<file path="config.mk">
export PLATFORM = sky130hd
export DESIGN_NAME = card_dealer_ctrl
export DESIGN_NICKNAME = d
export VERILOG_FILES = /design/src/rtl/card_pkg.sv /design/src/rtl/deck_tracker.sv /design/src/rtl/card_dealer_ctrl.sv
export SDC_FILE = /design/constraint.sdc
export NUM_CORES = 1
export LEC_CHECK = 0
export CORE_MARGIN = 5
export CORE_UTILIZATION = 40
export DETAILED_ROUTE_END_ITERATION = 16
export SLEW_MARGIN = 5
export SYNTH_ARGS = -nofsm -noshare
export SYNTH_HDL_FRONTEND = slang
export SYNTH_SLANG_ARGS = --single-unit
</file>
<file path="constraint.sdc">
create_clock -name clk -period 12.7 [get_ports clk]
set_clock_uncertainty 0.15 [all_clocks]
set_input_delay 1.905 -clock clk [delete_from_list [all_inputs] [get_ports clk]]
set_output_delay 1.905 -clock clk [all_outputs]
set_load 0.1 [all_outputs]
</file>
<file path="src/rtl/card_pkg.sv">
// Shared constants and index helpers for the card dealer: suit codes, deck geometry,
// controller state encoding and grant IDs.
package card_pkg;

  localparam logic [1:0] SUIT_DIAMOND = 2'd0;
  localparam logic [1:0] SUIT_CLUB    = 2'd1;
  localparam logic [1:0] SUIT_HEART   = 2'd2;
  localparam logic [1:0] SUIT_SPADE   = 2'd3;

  localparam int RANKS     = 13;
  localparam int DECK_SIZE = 52;

  localparam logic [1:0] ST_IDLE = 2'd0;
  localparam logic [1:0] ST_DRAW = 2'd1;
  localparam logic [1:0] ST_SCAN = 2'd2;

  localparam logic GNT_PLAYER = 1'b0;
  localparam logic GNT_DEALER = 1'b1;

  // Invalid ranks may yield out-of-deck indices; callers gate on rank_valid.
  function automatic logic [5:0] card_idx(input logic [3:0] value, input logic [1:0] suit);
    return 6'(suit) * 6'(RANKS) + 6'(value) - 6'd1;
  endfunction

  function automatic logic rank_valid(input logic [3:0] value);
    return (value >= 4'd1) && (value <= 4'(RANKS));
  endfunction

  function automatic logic [1:0] idx_suit(input logic [5:0] idx);
    logic [1:0] s;
    if (idx >= 6'(3 * RANKS))      s = SUIT_SPADE;
    else if (idx >= 6'(2 * RANKS)) s = SUIT_HEART;
    else if (idx >= 6'(RANKS))     s = SUIT_CLUB;
    else                           s = SUIT_DIAMOND;
    return s;
  endfunction

  function automatic logic [3:0] idx_rank(input logic [5:0] idx);
    return 4'(idx - 6'(idx_suit(idx)) * 6'(RANKS)) + 4'd1;
  endfunction

endpackage

</file>
<file path="src/rtl/deck_tracker.sv">
// Holds the dealt-card mask and the undealt count; tests one index combinationally,
// marks one index or clears the whole deck per clock.
module deck_tracker
  import card_pkg::*;
(
  input  logic       clk,
  input  logic       rst,
  input  logic [5:0] test_idx_i,
  output logic       test_free_o,
  input  logic       mark_i,
  input  logic [5:0] mark_idx_i,
  input  logic       clear_all_i,
  output logic [5:0] cards_left_o
);

  logic [DECK_SIZE-1:0] mask_q, mask_d;
  logic [5:0]           left_q, left_d;
  logic                 mark_ok;

  assign test_free_o  = (test_idx_i < 6'(DECK_SIZE)) && !mask_q[test_idx_i];
  assign cards_left_o = left_q;

  // Guarding on an unmarked bit keeps the count consistent with the mask and off zero.
  assign mark_ok = (mark_idx_i < 6'(DECK_SIZE)) && !mask_q[mark_idx_i] && (left_q != 6'd0);

  always_comb begin
    mask_d = mask_q;
    left_d = left_q;
    if (clear_all_i) begin
      mask_d = '0;
      left_d = 6'(DECK_SIZE);
    end else if (mark_i && mark_ok) begin
      mask_d[mark_idx_i] = 1'b1;
      left_d             = left_q - 6'd1;
    end
  end

  always_ff @(posedge clk or posedge rst) begin
    if (rst) begin
      mask_q <= '0;
      left_q <= 6'(DECK_SIZE);
    end else begin
      mask_q <= mask_d;
      left_q <= left_d;
    end
  end

endmodule

</file>
<file path="src/rtl/card_dealer_ctrl.sv">
// Draw controller: arbitrates player/dealer requests, retries RNG samples against the
// dealt mask, and falls back to a linear scan so every granted draw completes.
module card_dealer_ctrl
  import card_pkg::*;
#(
  parameter int MAX_RETRY = 8
) (
  input  logic       clk,
  input  logic       rst,
  input  logic       player_req_i,
  input  logic       dealer_req_i,
  input  logic       shuffle_i,
  input  logic [3:0] rng_value_i,
  input  logic [1:0] rng_suit_i,
  output logic       player_ack_o,
  output logic       dealer_ack_o,
  output logic [3:0] card_value_o,
  output logic [1:0] card_suit_o,
  output logic       busy_o,
  output logic       deck_empty_o,
  output logic [5:0] cards_left_o
);

  localparam int RW = (MAX_RETRY > 1) ? $clog2(MAX_RETRY) : 1;
  localparam logic [RW-1:0] RETRY_LAST = RW'(MAX_RETRY - 1);

  logic [1:0]    state_q, state_d;
  logic          last_grant_q, last_grant_d;
  logic          gnt_q, gnt_d;
  logic [RW-1:0] retry_q, retry_d;
  logic [5:0]    scan_idx_q, scan_idx_d;
  logic [3:0]    samp_value_q, samp_value_d;
  logic [1:0]    samp_suit_q, samp_suit_d;
  logic          shuffle_pend_q, shuffle_pend_d;
  logic          player_ack_q, player_ack_d;
  logic          dealer_ack_q, dealer_ack_d;
  logic [3:0]    card_value_q, card_value_d;
  logic [1:0]    card_suit_q, card_suit_d;

  logic [5:0] test_idx;
  logic [5:0] cards_left;
  logic       test_free, hit, mark, clear_all, deck_empty;
  logic       grant_en, grant_id;
  logic [3:0] deliver_value;
  logic [1:0] deliver_suit;

  deck_tracker u_deck (
    .clk          (clk),
    .rst          (rst),
    .test_idx_i   (test_idx),
    .test_free_o  (test_free),
    .mark_i       (mark),
    .mark_idx_i   (test_idx),
    .clear_all_i  (clear_all),
    .cards_left_o (cards_left)
  );

  assign deck_empty = (cards_left == 6'd0);

  // An invalid rank can alias onto a real index, so validity gates the hit, not just the tracker.
  always_comb begin
    test_idx      = (state_q == ST_SCAN) ? scan_idx_q : card_idx(samp_value_q, samp_suit_q);
    hit           = test_free && ((state_q == ST_SCAN) || rank_valid(samp_value_q));
    deliver_value = (state_q == ST_SCAN) ? idx_rank(scan_idx_q) : samp_value_q;
    deliver_suit  = (state_q == ST_SCAN) ? idx_suit(scan_idx_q) : samp_suit_q;
    grant_id      = (player_req_i && (!dealer_req_i || last_grant_q == GNT_DEALER))
                    ? GNT_PLAYER : GNT_DEALER;
    grant_en      = player_req_i || dealer_req_i;
  end

  always_comb begin
    state_d        = state_q;
    last_grant_d   = last_grant_q;
    gnt_d          = gnt_q;
    retry_d        = retry_q;
    scan_idx_d     = scan_idx_q;
    samp_value_d   = samp_value_q;
    samp_suit_d    = samp_suit_q;
    shuffle_pend_d = shuffle_pend_q;
    card_value_d   = card_value_q;
    card_suit_d    = card_suit_q;
    player_ack_d   = 1'b0;
    dealer_ack_d   = 1'b0;
    mark           = 1'b0;
    clear_all      = 1'b0;

    if (state_q != ST_IDLE && shuffle_i) shuffle_pend_d = 1'b1;

    case (state_q)
      ST_IDLE: begin
        if (shuffle_i || shuffle_pend_q) begin
          clear_all      = 1'b1;
          shuffle_pend_d = 1'b0;
        end else if (!player_ack_q && !dealer_ack_q && !deck_empty && grant_en) begin
          gnt_d        = grant_id;
          last_grant_d = grant_id;
          samp_value_d = rng_value_i;
          samp_suit_d  = rng_suit_i;
          retry_d      = '0;
          state_d      = ST_DRAW;
        end
      end
      ST_DRAW, ST_SCAN: begin
        if (hit) begin
          mark         = 1'b1;
          card_value_d = deliver_value;
          card_suit_d  = deliver_suit;
          player_ack_d = (gnt_q == GNT_PLAYER);
          dealer_ack_d = (gnt_q == GNT_DEALER);
          state_d      = ST_IDLE;
        end else if (state_q == ST_SCAN) begin
          scan_idx_d = scan_idx_q + 6'd1;
        end else if (retry_q != RETRY_LAST) begin
          samp_value_d = rng_value_i;
          samp_suit_d  = rng_suit_i;
          retry_d      = retry_q + RW'(1);
        end else begin
          scan_idx_d = 6'd0;
          state_d    = ST_SCAN;
        end
      end
      default: state_d = ST_IDLE;
    endcase
  end

  always_ff @(posedge clk or posedge rst) begin
    if (rst) begin
      state_q        <= ST_IDLE;
      last_grant_q   <= GNT_DEALER;
      gnt_q          <= GNT_PLAYER;
      retry_q        <= '0;
      scan_idx_q     <= 6'd0;
      samp_value_q   <= 4'd0;
      samp_suit_q    <= 2'd0;
      shuffle_pend_q <= 1'b0;
      player_ack_q   <= 1'b0;
      dealer_ack_q   <= 1'b0;
      card_value_q   <= 4'd0;
      card_suit_q    <= 2'd0;
    end else begin
      state_q        <= state_d;
      last_grant_q   <= last_grant_d;
      gnt_q          <= gnt_d;
      retry_q        <= retry_d;
      scan_idx_q     <= scan_idx_d;
      samp_value_q   <= samp_value_d;
      samp_suit_q    <= samp_suit_d;
      shuffle_pend_q <= shuffle_pend_d;
      player_ack_q   <= player_ack_d;
      dealer_ack_q   <= dealer_ack_d;
      card_value_q   <= card_value_d;
      card_suit_q    <= card_suit_d;
    end
  end

  assign player_ack_o = player_ack_q;
  assign dealer_ack_o = dealer_ack_q;
  assign card_value_o = card_value_q;
  assign card_suit_o  = card_suit_q;
  assign busy_o       = (state_q != ST_IDLE);
  assign deck_empty_o = deck_empty;
  assign cards_left_o = cards_left;

endmodule

</file>
* Word level (Yosys, flattened, before mapping)
Index checks and enable logic that the tools add are counted.
** Word-level totals
- Input bits :: 11
- Word-level logic and storage cells :: 130
- Output and inout port bits :: 16
- Flip-flop bits (word level) :: 86
** Operators by class
- Add/sub/neg operators :: 7
- Reductions and logical operators :: 32
- Muxes and demuxes :: 52
- Equal/unequal tests :: 11
- Order comparisons :: 8
- $mul :: 2
- Bitwise logic cells :: 4
** Operators with widths (count)
- 2-to-1 mux 52 bit :: 2
- bitwise OR 52 bit :: 1
- 2-to-1 mux 6 bit :: 5
- 2-to-1 mux 2 bit :: 13
- 2-to-1 mux 4 bit :: 6
- 2-to-1 mux 1 bit :: 15
- 2-to-1 mux 3 bit :: 5
- != test 2 bit (second input constant) :: 6
- subtractor 6 x 1 -> 6 bit (second input constant) :: 2
- logical AND 1 bit :: 11
- != test 3 bit (second input constant) :: 3
- case mux 2 bit (2 select lines) :: 2
- case mux 4 bit (2 select lines) :: 1
- < comparator 6 x 7 -> 1 bit (second input constant) :: 1
- adder 6 x 1 -> 6 bit (second input constant) :: 1
- adder 6 x 4 -> 6 bit :: 1
- binary-select mux 1 bit (select 6 bit) :: 1
- demux 1 bit (select 6 bit) :: 1
- >= comparator 6 x 1 -> 1 bit (second input constant) :: 1
- >= comparator 6 x 4 -> 1 bit (second input constant) :: 1
- >= comparator 6 x 5 -> 1 bit (second input constant) :: 1
- >= comparator 6 bit (second input constant) :: 1
- zero test 6 bit :: 1
- < comparator 6 bit (second input constant) :: 1
- 21 further kinds :: 33

* Logic depth before layout (Yosys ltp)
Gate-level depths: netlist (run 1).
- Depth in word-level cells :: 14
- Mapped depth :: 15
- Depth with buffers taken out :: 15

* Modules after synthesis
From an unflattened synthesis (run 1), not the netlist that was laid out.
** Unflattened totals
- Cells, all modules :: 523
- Area total of the unflattened synthesis :: 5358.9 um2
** Modules (own cells, without submodules)
- deck_tracker :: cells an instance 320, sequential area each 1455.1 um2, area each 3374.5 um2, instances 1
- card_dealer_ctrl :: cells an instance 203, sequential area each 701.9 um2, area each 1984.4 um2, instances 1

* Worst setup path after synthesis (run 1)
Ideal clock, no wire load.
- Kind :: register -> output
- From :: reg u_deck.left_q[3], in the netlist u_deck.cards_left_o[3]
- To :: out deck_empty_o
- Slack :: 6874 ps
- Cell stages (with the launch flop) :: 3
- Buffers on the path :: 0
- Data required time :: 10645 ps
- Arrival :: 3771 ps
- Path through :: dfrtp_1 -> or3_1 -> nor3b_1
** On the way
- Word-level cells in the longest chain between the ends :: 1
** RTL lines
- from (decl) :: line deck_tracker.sv:17 : logic [5:0] left_q, left_d;
- from (signal assigned) :: line deck_tracker.sv:41 : left_q <= 6'(DECK_SIZE);
- from (signal assigned) :: line deck_tracker.sv:44 : left_q <= left_d;
- zero test 6 bit :: line card_dealer_ctrl.sv:58 : assign deck_empty = (cards_left == 6'd0);
- to (decl) :: line card_dealer_ctrl.sv:20 : output logic deck_empty_o,
Every way passes these cells.

* Final worst setup path (run 1)
- From :: reg samp_suit_q[0]
- To :: reg u_deck.mask_q[48]
** On the way
- Word-level cells in the longest chain between the ends :: 13
- Elaborated cells on any way between the ends :: 23
- Classes of those cells :: add/sub (2); mul (1); order compare (3); mux (9); bitwise (1); reduce/logical (7)
** RTL lines
- from (decl) :: line card_dealer_ctrl.sv:33 : logic [1:0] samp_suit_q, samp_suit_d;
- from (signal assigned) :: line card_dealer_ctrl.sv:147 : samp_suit_q <= samp_suit_d;
- multiplier 2 x 4 -> 6 bit (*) :: line card_pkg.sv:22 : return 6'(suit) * 6'(RANKS) + 6'(value) - 6'd1;
- adder 6 x 4 -> 6 bit (*) :: line card_pkg.sv:22
- subtractor 6 x 1 -> 6 bit (*) :: line card_pkg.sv:22
- 2-to-1 mux 6 bit (*) :: line card_dealer_ctrl.sv:62 : test_idx = (state_q == ST_SCAN) ? scan_idx_q : card_idx(samp_value_q, samp_suit_q);
- binary-select mux 1 bit (select 6 bit) :: line deck_tracker.sv:20, deck_tracker.sv:24
- 2-to-1 mux 1 bit (not written as such) :: line deck_tracker.sv:20, deck_tracker.sv:24
- zero test 1 bit :: line deck_tracker.sv:20, deck_tracker.sv:24
- logical AND 1 bit :: line deck_tracker.sv:20, deck_tracker.sv:24
- logical AND 1 bit :: line card_dealer_ctrl.sv:63 : hit = test_free && ((state_q == ST_SCAN) || rank_valid(samp_value_q));
- 2-to-1 mux 1 bit :: line card_dealer_ctrl.sv:104 : if (hit) begin
- 2-to-1 mux 1 bit :: line card_dealer_ctrl.sv:89 : case (state_q)
- logical AND 1 bit :: line deck_tracker.sv:32 : end else if (mark_i && mark_ok) begin
- nonzero test 2 bit (no source line)
- to (signal assigned) :: line deck_tracker.sv:43 : mask_q <= mask_d;
- to (decl) :: line deck_tracker.sv:16 : logic [DECK_SIZE-1:0] mask_q, mask_d;
Mark *: on every way between the ends. The rest lies on a longest branch, timed or not. The select of a mux whose other input is x is not followed.
A chain may end at the register's enable or synchronous reset.

==> results.md, run 1 <==
- The starting utilization of the core area is about 41%.
- The worst setup path is captured at a register.
- In the routed design, unresolved DRC markers number 0.
- In the routed layout, each cell is associated on average with a via count of 5.65.
- The number of hold buffers added after CTS was 0.
- The floorplan step set the die height to about 120 µm.
- By area the synthesized netlist is led by sky130_fd_sc_hd__dfrtp_1, sky130_fd_sc_hd__o21ai_0, sky130_fd_sc_hd__nand2_1.
- The total clock sinks is 86.
- The first global-routing pass estimated 20600 µm of wire.
- The critical path's slowest cell is sky130_fd_sc_hd__nor4_4.
- The number of global-route vias before repair is about 4000.
- The commonest cells after synthesis are sky130_fd_sc_hd__dfrtp_1, sky130_fd_sc_hd__nand2_1, sky130_fd_sc_hd__o21ai_0.
- In this run the count of I/O pins placed on the die edge is 27.
- The most used flip-flop cell after synthesis is sky130_fd_sc_hd__dfrtp_1.
- Synthesis produced a netlist with a net count of 565.
- The area overhead of the layout relative to synthesis is 14.9%.
- Summing all multi-input logic gate instances after layout gives 0.00265 mm².
- The number of cells upsized or downsized after cts is 0.
- In this run the number of H-tree levels came out at 3.
- The cell taking the most area after synthesis is sky130_fd_sc_hd__dfrtp_1.
- In the final routed layout, each cell accounts on average for 17.2 µm.
- The worst pin sits at a relative slew slack of 34.6%.
- The mean cell area of the mapped netlist is 9.48 µm².
- The total track usage is between 15 and 20%.
- The number of distinct library cell variants in the gate-level netlist after synthesis is 70.
- The final layout contains 587 nets.
- The signal on the critical path passes through inv_1 -> fa_1 -> inv_1 -> ha_1 -> fa_1 -> mux2i_1 -> mux2_1 -> a221oi_1 -> o2111ai_1 -> a32o_2 -> nor4_4 -> or3b_1 -> o21ai_1.
- The fraction of met1 tracks used by global routing is a little under a quarter.
- Summed over all failing endpoints, the final setup total negative slack is 0 ns.
- The HPWL reported at the end of detailed placement is 8710 µm.
- For the pin with the worst max-slew slack, the measured transition is 0.978 ns.
- For this run, global-route usage on met3 was measured as around 4%.
- At the worst endpoint, the required time is 12.81 ns.
- The number of port buffers is 26.
- The global-route layer with the greatest usage is met2.
- The number of clock buffers inserted by TritonCTS is 9.
- The number of max-cap violations is 0.
- In this run the worst path has a maximum fanout of 15.
- The met2 capacity usage during global routing is 28.6%.
- The number of storage elements in the synthesis netlist is 86.
- The worst hold margin is 0.318 ns.
- The cell sitting at the root of the clock tree is a sky130_fd_sc_hd__clkbuf_16.
- The floorplan die area is 0.0148 mm².
- The CTS clock-pin slew for the worst setup and hold paths is 0.07 ns.
- For this run, the number of Yosys warnings is 0.
- Entering global routing, the biggest net connects between 60 and 70 pins.
- For this run, asynchronously set or reset flops after synthesis account for 100%.
- The cell row count is 40.
- Cells with a size suffix above 1 make up 11.7% of the layout.
- The horizontal die dimension is ~120 µm.
- In this run the post-CTS setup repair buffer count came out at 0.
- The synthesized instance count is 528.
- The antenna violation net count after detailed routing is 0.
- The first routing iteration left roughly 320 violations.
- Summed over all layers, the routed wires come to ~12000 µm.
- The pre-antenna-repair detailed-routing pass consisted of 6 iterations.
- The number of filler cells placed in the layout is between 1000 and 1500.
- The proportion of synthesized chip area in sequential cells is 43.1%.
- In this design, the largest share of critical-path delay is due to adder cells.
- The critical path contains buffers and inverters numbering 2 combined.
- The final weighted congestion of routability-driven global placement is 0.883.
- The clock tree from TritonCTS is yes.
- The period utilization is between 40 and 50%.
- The clock reaches the later pin of the worst-skew pair after 0.34 ns.
- The region available for standard cell placement spans 0.0122 mm².
- The number of antenna violations at the first check in global routing is 0.
- The final number of hold-violating endpoints came to 0.
- The delay contributed by the slowest stage of the critical path is ~0.8 ns.
- sky130_fd_sc_hd__dfrtp_1 is the most common cell in the netlist.
- The detailed-route via count is 4088.
- The number of enable-type register cells in the synthesized netlist is 0.
- In the final layout, flip-flops and latches occupy 0.00216 mm².
- The worst setup path is of the register to register kind.
- The top-area cell type share of the netlist area is 41.0%.
- The total inserted antenna cells is 0.
- The longest clock path from root to sink contains 2 buffers.
- The synthesized netlist occupies a cell area of 0.00500 mm².
- For the worst setup path, the data arrival time is 5.59 ns.
- The fmax is 183 MHz.
- Setup violations remaining at the end of the flow were counted as 0.
- Setup repair after global routing left no endpoint under its margin.
- The final period demand of the worst path is 5.48 ns.
- The count of pins over their slew limit was 0.
- The class of the tightest hold or removal check is register to register.
- The kind of start point of the critical path is a register.
- The total overflow reported by the global router is 0.
- The flow ran to the end, and the final reports show no timing, DRC or antenna violations.
==> routing by layer <==
layer / vias to the layer above / part of all wire [%]
met5: - / 0
li1: 1930 / -
met3: 17 / 4.3
met1: 2045 / 46
met2: 96 / 48
met4: 0 / 1.2
==> state kept, by name, indices dropped and copies added, names as in the netlist, 2 cells and up <==
name	cells
samp_value_q	4
samp_suit_q	2
card_value_o	4
retry_q	3
u_deck.cards_left_o	6
card_suit_o	2
u_deck.mask_q	52
state_q	2
scan_idx_q	6
==> cells in the final DEF (no fill, tap or decap), types with 3 or more instances in the layout <==
| cell type | n |
|---|---|
| sky130_fd_sc_hd__o21ai_0 | 57 |
| sky130_fd_sc_hd__mux2_2 | 17 |
| sky130_fd_sc_hd__clkbuf_16 | 9 |
| sky130_fd_sc_hd__buf_4 | 6 |
| sky130_fd_sc_hd__nor2b_1 | 3 |
| sky130_fd_sc_hd__o211ai_1 | 5 |
| sky130_fd_sc_hd__fa_1 | 4 |
| sky130_fd_sc_hd__nor3_1 | 6 |
| sky130_fd_sc_hd__a221oi_1 | 5 |
| sky130_fd_sc_hd__dfstp_2 | 4 |
| sky130_fd_sc_hd__or4_1 | 5 |
| sky130_fd_sc_hd__or2_2 | 3 |
| sky130_fd_sc_hd__a21o_1 | 4 |
| sky130_fd_sc_hd__inv_1 | 30 |
| sky130_fd_sc_hd__clkdlybuf4s50_1 | 26 |
| sky130_fd_sc_hd__o22ai_1 | 6 |
| sky130_fd_sc_hd__ha_1 | 21 |
| sky130_fd_sc_hd__nand3_1 | 19 |
| sky130_fd_sc_hd__o21ai_1 | 5 |
| sky130_fd_sc_hd__nor2_1 | 32 |
| sky130_fd_sc_hd__a31oi_1 | 4 |
| sky130_fd_sc_hd__a211oi_1 | 3 |
| sky130_fd_sc_hd__mux2i_1 | 17 |
| sky130_fd_sc_hd__dfrtp_1 | 82 |
| sky130_fd_sc_hd__a21oi_1 | 16 |
| sky130_fd_sc_hd__xnor2_1 | 7 |
| sky130_fd_sc_hd__nand2b_1 | 9 |
| sky130_fd_sc_hd__nand2_1 | 76 |
| sky130_fd_sc_hd__or3_1 | 3 |
| sky130_fd_sc_hd__nor3b_1 | 5 |
==> final timing paths <==
kind / startpoint / slack [ns] / depth (start not counted) / end
max: samp_suit_q[0] / 7.22 / 13 / u_deck.mask_q[48]
min: gnt_q / 0.32 / 1 / player_ack_o
max reg2reg: samp_suit_q[0] / 7.22 / 13 / u_deck.mask_q[48]
min reg2reg: gnt_q / 0.32 / 1 / player_ack_o
max in group asynchronous: rst / 9.56 / 3 / gnt_q
min in group asynchronous: rst / 1.73 / 2 / u_deck.mask_q[14]
==> area by class of cell <==
class	count	area share, %
clock buffers	11	4.22
clock inverters	5	1.13
inverters	32	2.11
multi-input cells	389	46.1
flip-flops and latches	86	37.5
well taps	168	3.66
repair buffers	32	5.31
==> cell families (layout without fill, tap and decap cells) <==
group	after synthesis	after routing	synth area share (%)
fa+ha+maj	26	26	7.10
simple gates	176	176	17.1
mux	38	38	8.32
flops	86	86	43.1
compound gates	140	140	18.4
xor+xnor	9	9	1.58
buf+inv	53	80	4.35
==> per-stage QoR <==
stage,util [%],instances,setup WS (ns),area (µm²)
floorplan,-,528,6.87,5000
global placement,44.7,707,7.44,5440
detailed placement,44.7,707,7.26,5440
CTS,47.3,723,7.23,5750
global route,47.3,723,6.70,5750
finish,47.3,723,7.22,5750
Power of run 1 is not shown: default switching activity piles up to over one toggle a cycle in this logic, so the estimate is an artifact.
==> run 2, diff against run 1 <==
Clock period 12.7 ns to 5.75 ns, I/O delays scaled along.
==> results.md, run 2 (same netlist as run 1, synthesis figures left out) <==
- Result of the run: completed (unchanged).
- The detailed router's first-iteration violation count is 352 (was 323).
- The HPWL reported at the end of detailed placement is 8830 µm (was 8710 µm).
- The period utilization is 89.4% (was 43.1%).
- The kind of start point of the critical path is a register (unchanged).
- The critical path class is register to register (unchanged).
- The transition time at the pin with the least slew margin is 1.11 ns (was 0.978 ns).
- The iteration count of the initial detailed-routing pass came to 4 (was 6).
- The number of max-cap violations is 0 (unchanged).
- The worst max-slew margin expressed relative to the limit came to 25.9% (was 34.6%).
- The total inserted antenna cells was 0 (unchanged).
- The register bank with the most flops is u_deck.mask_q (unchanged).
- The most common cell after layout, fill and taps aside was sky130_fd_sc_hd__dfrtp_1 (unchanged).
- The maximum clock insertion buffer count came to 2 (unchanged).
- The total track usage was 17.6% (about the same).
- The detailed-route via count came to 4010 (was 4088).
- The number of cells upsized or downsized after cts is 0 (unchanged).
- The total overflow reported by the global router is 0 (unchanged).
- The top fanout value on the critical path is 10 (was 15).
- The number of clock buffers inserted by TritonCTS is 9 (unchanged).
- The footprint of the flip-flops and latches is 0.00216 mm² (unchanged).
- The total DRC errors in the routed layout came to 0 (unchanged).
- The endpoint arrival time on the critical path came to 5.24 ns (was 5.59 ns).
- The global-route wire length before repair is 20800 µm (was 20600 µm).
- The top-level port count is 27 (unchanged).
- The total clock sinks is 86 (unchanged).
- The aggregate routed wire length was 12300 µm (was 12400 µm).
- RSZ-0062 raised after global routing: no (unchanged).
- The final weighted congestion of routability-driven global placement is 0.828 (was 0.883).
- The number of filler cells placed in the layout is 1164 (was 1163).
- The final number of hold-violating endpoints is 0 (unchanged).
- The count of hold-fix buffers inserted at cts is 0 (unchanged).
- The required time of the critical path is 5.85 ns (was 12.81 ns).
- The multi-input combinational cell area came to 0.00265 mm² (unchanged).
- The number of antenna violations at the first check in global routing is 0 (unchanged).
- The pin count of the biggest net entering global routing is 87 (was 62).
- The cell row count is 40 (unchanged).
- The critical register-to-register path startpoint is samp_suit_q[0] (unchanged).
- The floorplan die area is 0.0148 mm² (unchanged).
- The slack of the worst reg-to-reg path is 0.61 ns (was 7.22 ns).
- The number of flip-flops under the largest register name was 52 (unchanged).
- The antenna violation net count after detailed routing is 0 (unchanged).
- Leading cell types in the layout, fill and taps excluded: sky130_fd_sc_hd__dfrtp_1, sky130_fd_sc_hd__nand2_1, sky130_fd_sc_hd__o21ai_0 (unchanged).
- The worst hold path stage count is 2 (was 1).
- The buffers inserted during post-CTS setup optimization was 0 (unchanged).
- The worst flop-to-flop path endpoint is u_deck.mask_q[28] (was u_deck.mask_q[48]).
- The share of post-route cells with drive strength above 1 came to 12.1% (was 11.7%).
- The endpoint of the worst hold path is u_deck.mask_q[18] (was player_ack_o).
- The area inside the core boundary is 0.0122 mm² (unchanged).
- The CTS clock-pin slew for the worst setup and hold paths came to 0.06 ns (was 0.07 ns).
- The number of global-route vias before repair is 4122 (was 3988).
- The count of pins over their slew limit was 0 (unchanged).
- The clock tree from TritonCTS is yes (unchanged).
- The horizontal die dimension is 122 µm (unchanged).
- The class of the tightest hold or removal check was register to register (unchanged).
- The number of port buffers is 26 (unchanged).
- The area overhead of the layout relative to synthesis came to 14.5% (was 14.9%).
- The vertical die dimension came to 122 µm (unchanged).
- The root buffer selected by CTS is sky130_fd_sc_hd__clkbuf_16 (unchanged).
- The fmax is 195 MHz (was 183 MHz).
- The number of failing setup endpoints in the final timing report is 0 (unchanged).
- The origin of the worst min-delay path is u_deck.mask_q[18] (was gnt_q).
- The net total in the final layout is 588 (was 587).
- The accumulated negative setup slack is 0 ns (unchanged).
- The cell depth of the worst flop-to-flop path is 14 (was 13).
- The number of vias per cell is 5.54 (was 5.65).
- The final period demand of the worst path is 5.14 ns (was 5.48 ns).
- The clock latency on the worst-skew pair is 0.34 ns (about the same).
- The endpoint type of the worst setup path is a register (unchanged).
- The H-tree depth was 3 (unchanged).
- The mean routed wirelength per cell came to 17.0 µm (was 17.2 µm).
- The starting utilization of the core area is 41.2% (unchanged).
==> run 2: cell type report <==
| type | instances | share of cell area (%) |
|---|---|---|
| flip-flops and latches | 86 | 37.7 |
| repair buffers | 33 | 5.46 |
| inverters | 32 | 2.12 |
| multi-input cells | 389 | 46.2 |
| well taps | 168 | 3.67 |
| clock inverters | 7 | 0.961 |
| clock buffers | 9 | 3.93 |
==> run 2: stage by stage <==
stage	hold WS (ns)	util, %	instance area [µm²]	std cells	setup WS [ns]
2_1_floorplan	0.278	-	5000	528	0.453
3_3_place_gp	0.306	44.8	5450	708	0.803
3_5_place_dp	0.314	44.8	5450	708	0.623
4_1_cts	0.333	47.1	5730	724	0.568
5_1_grt	0.348	47.1	5730	724	0.229
6_report	0.331	47.1	5730	724	0.610
==> run 2: worst max path at each step <==
stage,depth (start not counted),to,slack (ns),start
2_1_floorplan,7,samp_suit_q[0],0.45,u_deck.cards_left_o[3]
3_3_place_gp,13,samp_suit_q[0],0.80,samp_suit_q[0]
3_5_place_dp,14,u_deck.mask_q[28],0.62,samp_suit_q[0]
4_1_cts,14,u_deck.mask_q[28],0.57,samp_suit_q[0]
5_1_grt,14,u_deck.mask_q[29],0.23,samp_suit_q[0]
6_report,14,u_deck.mask_q[28],0.61,samp_suit_q[0]
==> run 2: critical path: stages, from the launching register on <==
cell                        delay, ns
sky130_fd_sc_hd__dfrtp_1         0.46
sky130_fd_sc_hd__inv_1           0.16
sky130_fd_sc_hd__fa_1            0.54
sky130_fd_sc_hd__inv_1           0.05
sky130_fd_sc_hd__ha_1            0.21
sky130_fd_sc_hd__fa_1            0.59
sky130_fd_sc_hd__mux2i_1         0.64
sky130_fd_sc_hd__mux2_1          0.38
sky130_fd_sc_hd__a221oi_1        0.25
sky130_fd_sc_hd__o2111ai_1       0.16
sky130_fd_sc_hd__a32o_2          0.38
sky130_fd_sc_hd__nor4_4          0.45
sky130_fd_sc_hd__buf_4           0.24
sky130_fd_sc_hd__nand2b_1        0.17
sky130_fd_sc_hd__o21ai_0         0.22
==> run 2: layer usage <==
metal | vias up | share of wire [%] | track usage [%]
met1 | 2003 | 46 | 23.1
li1 | 1931 | - | -
met4 | 0 | 1.4 | 5.81
met2 | 64 | 49 | 28.9
met5 | - | 0 | 0
met3 | 12 | 3.8 | 3.90
Power of run 2 is left out for the same reason.
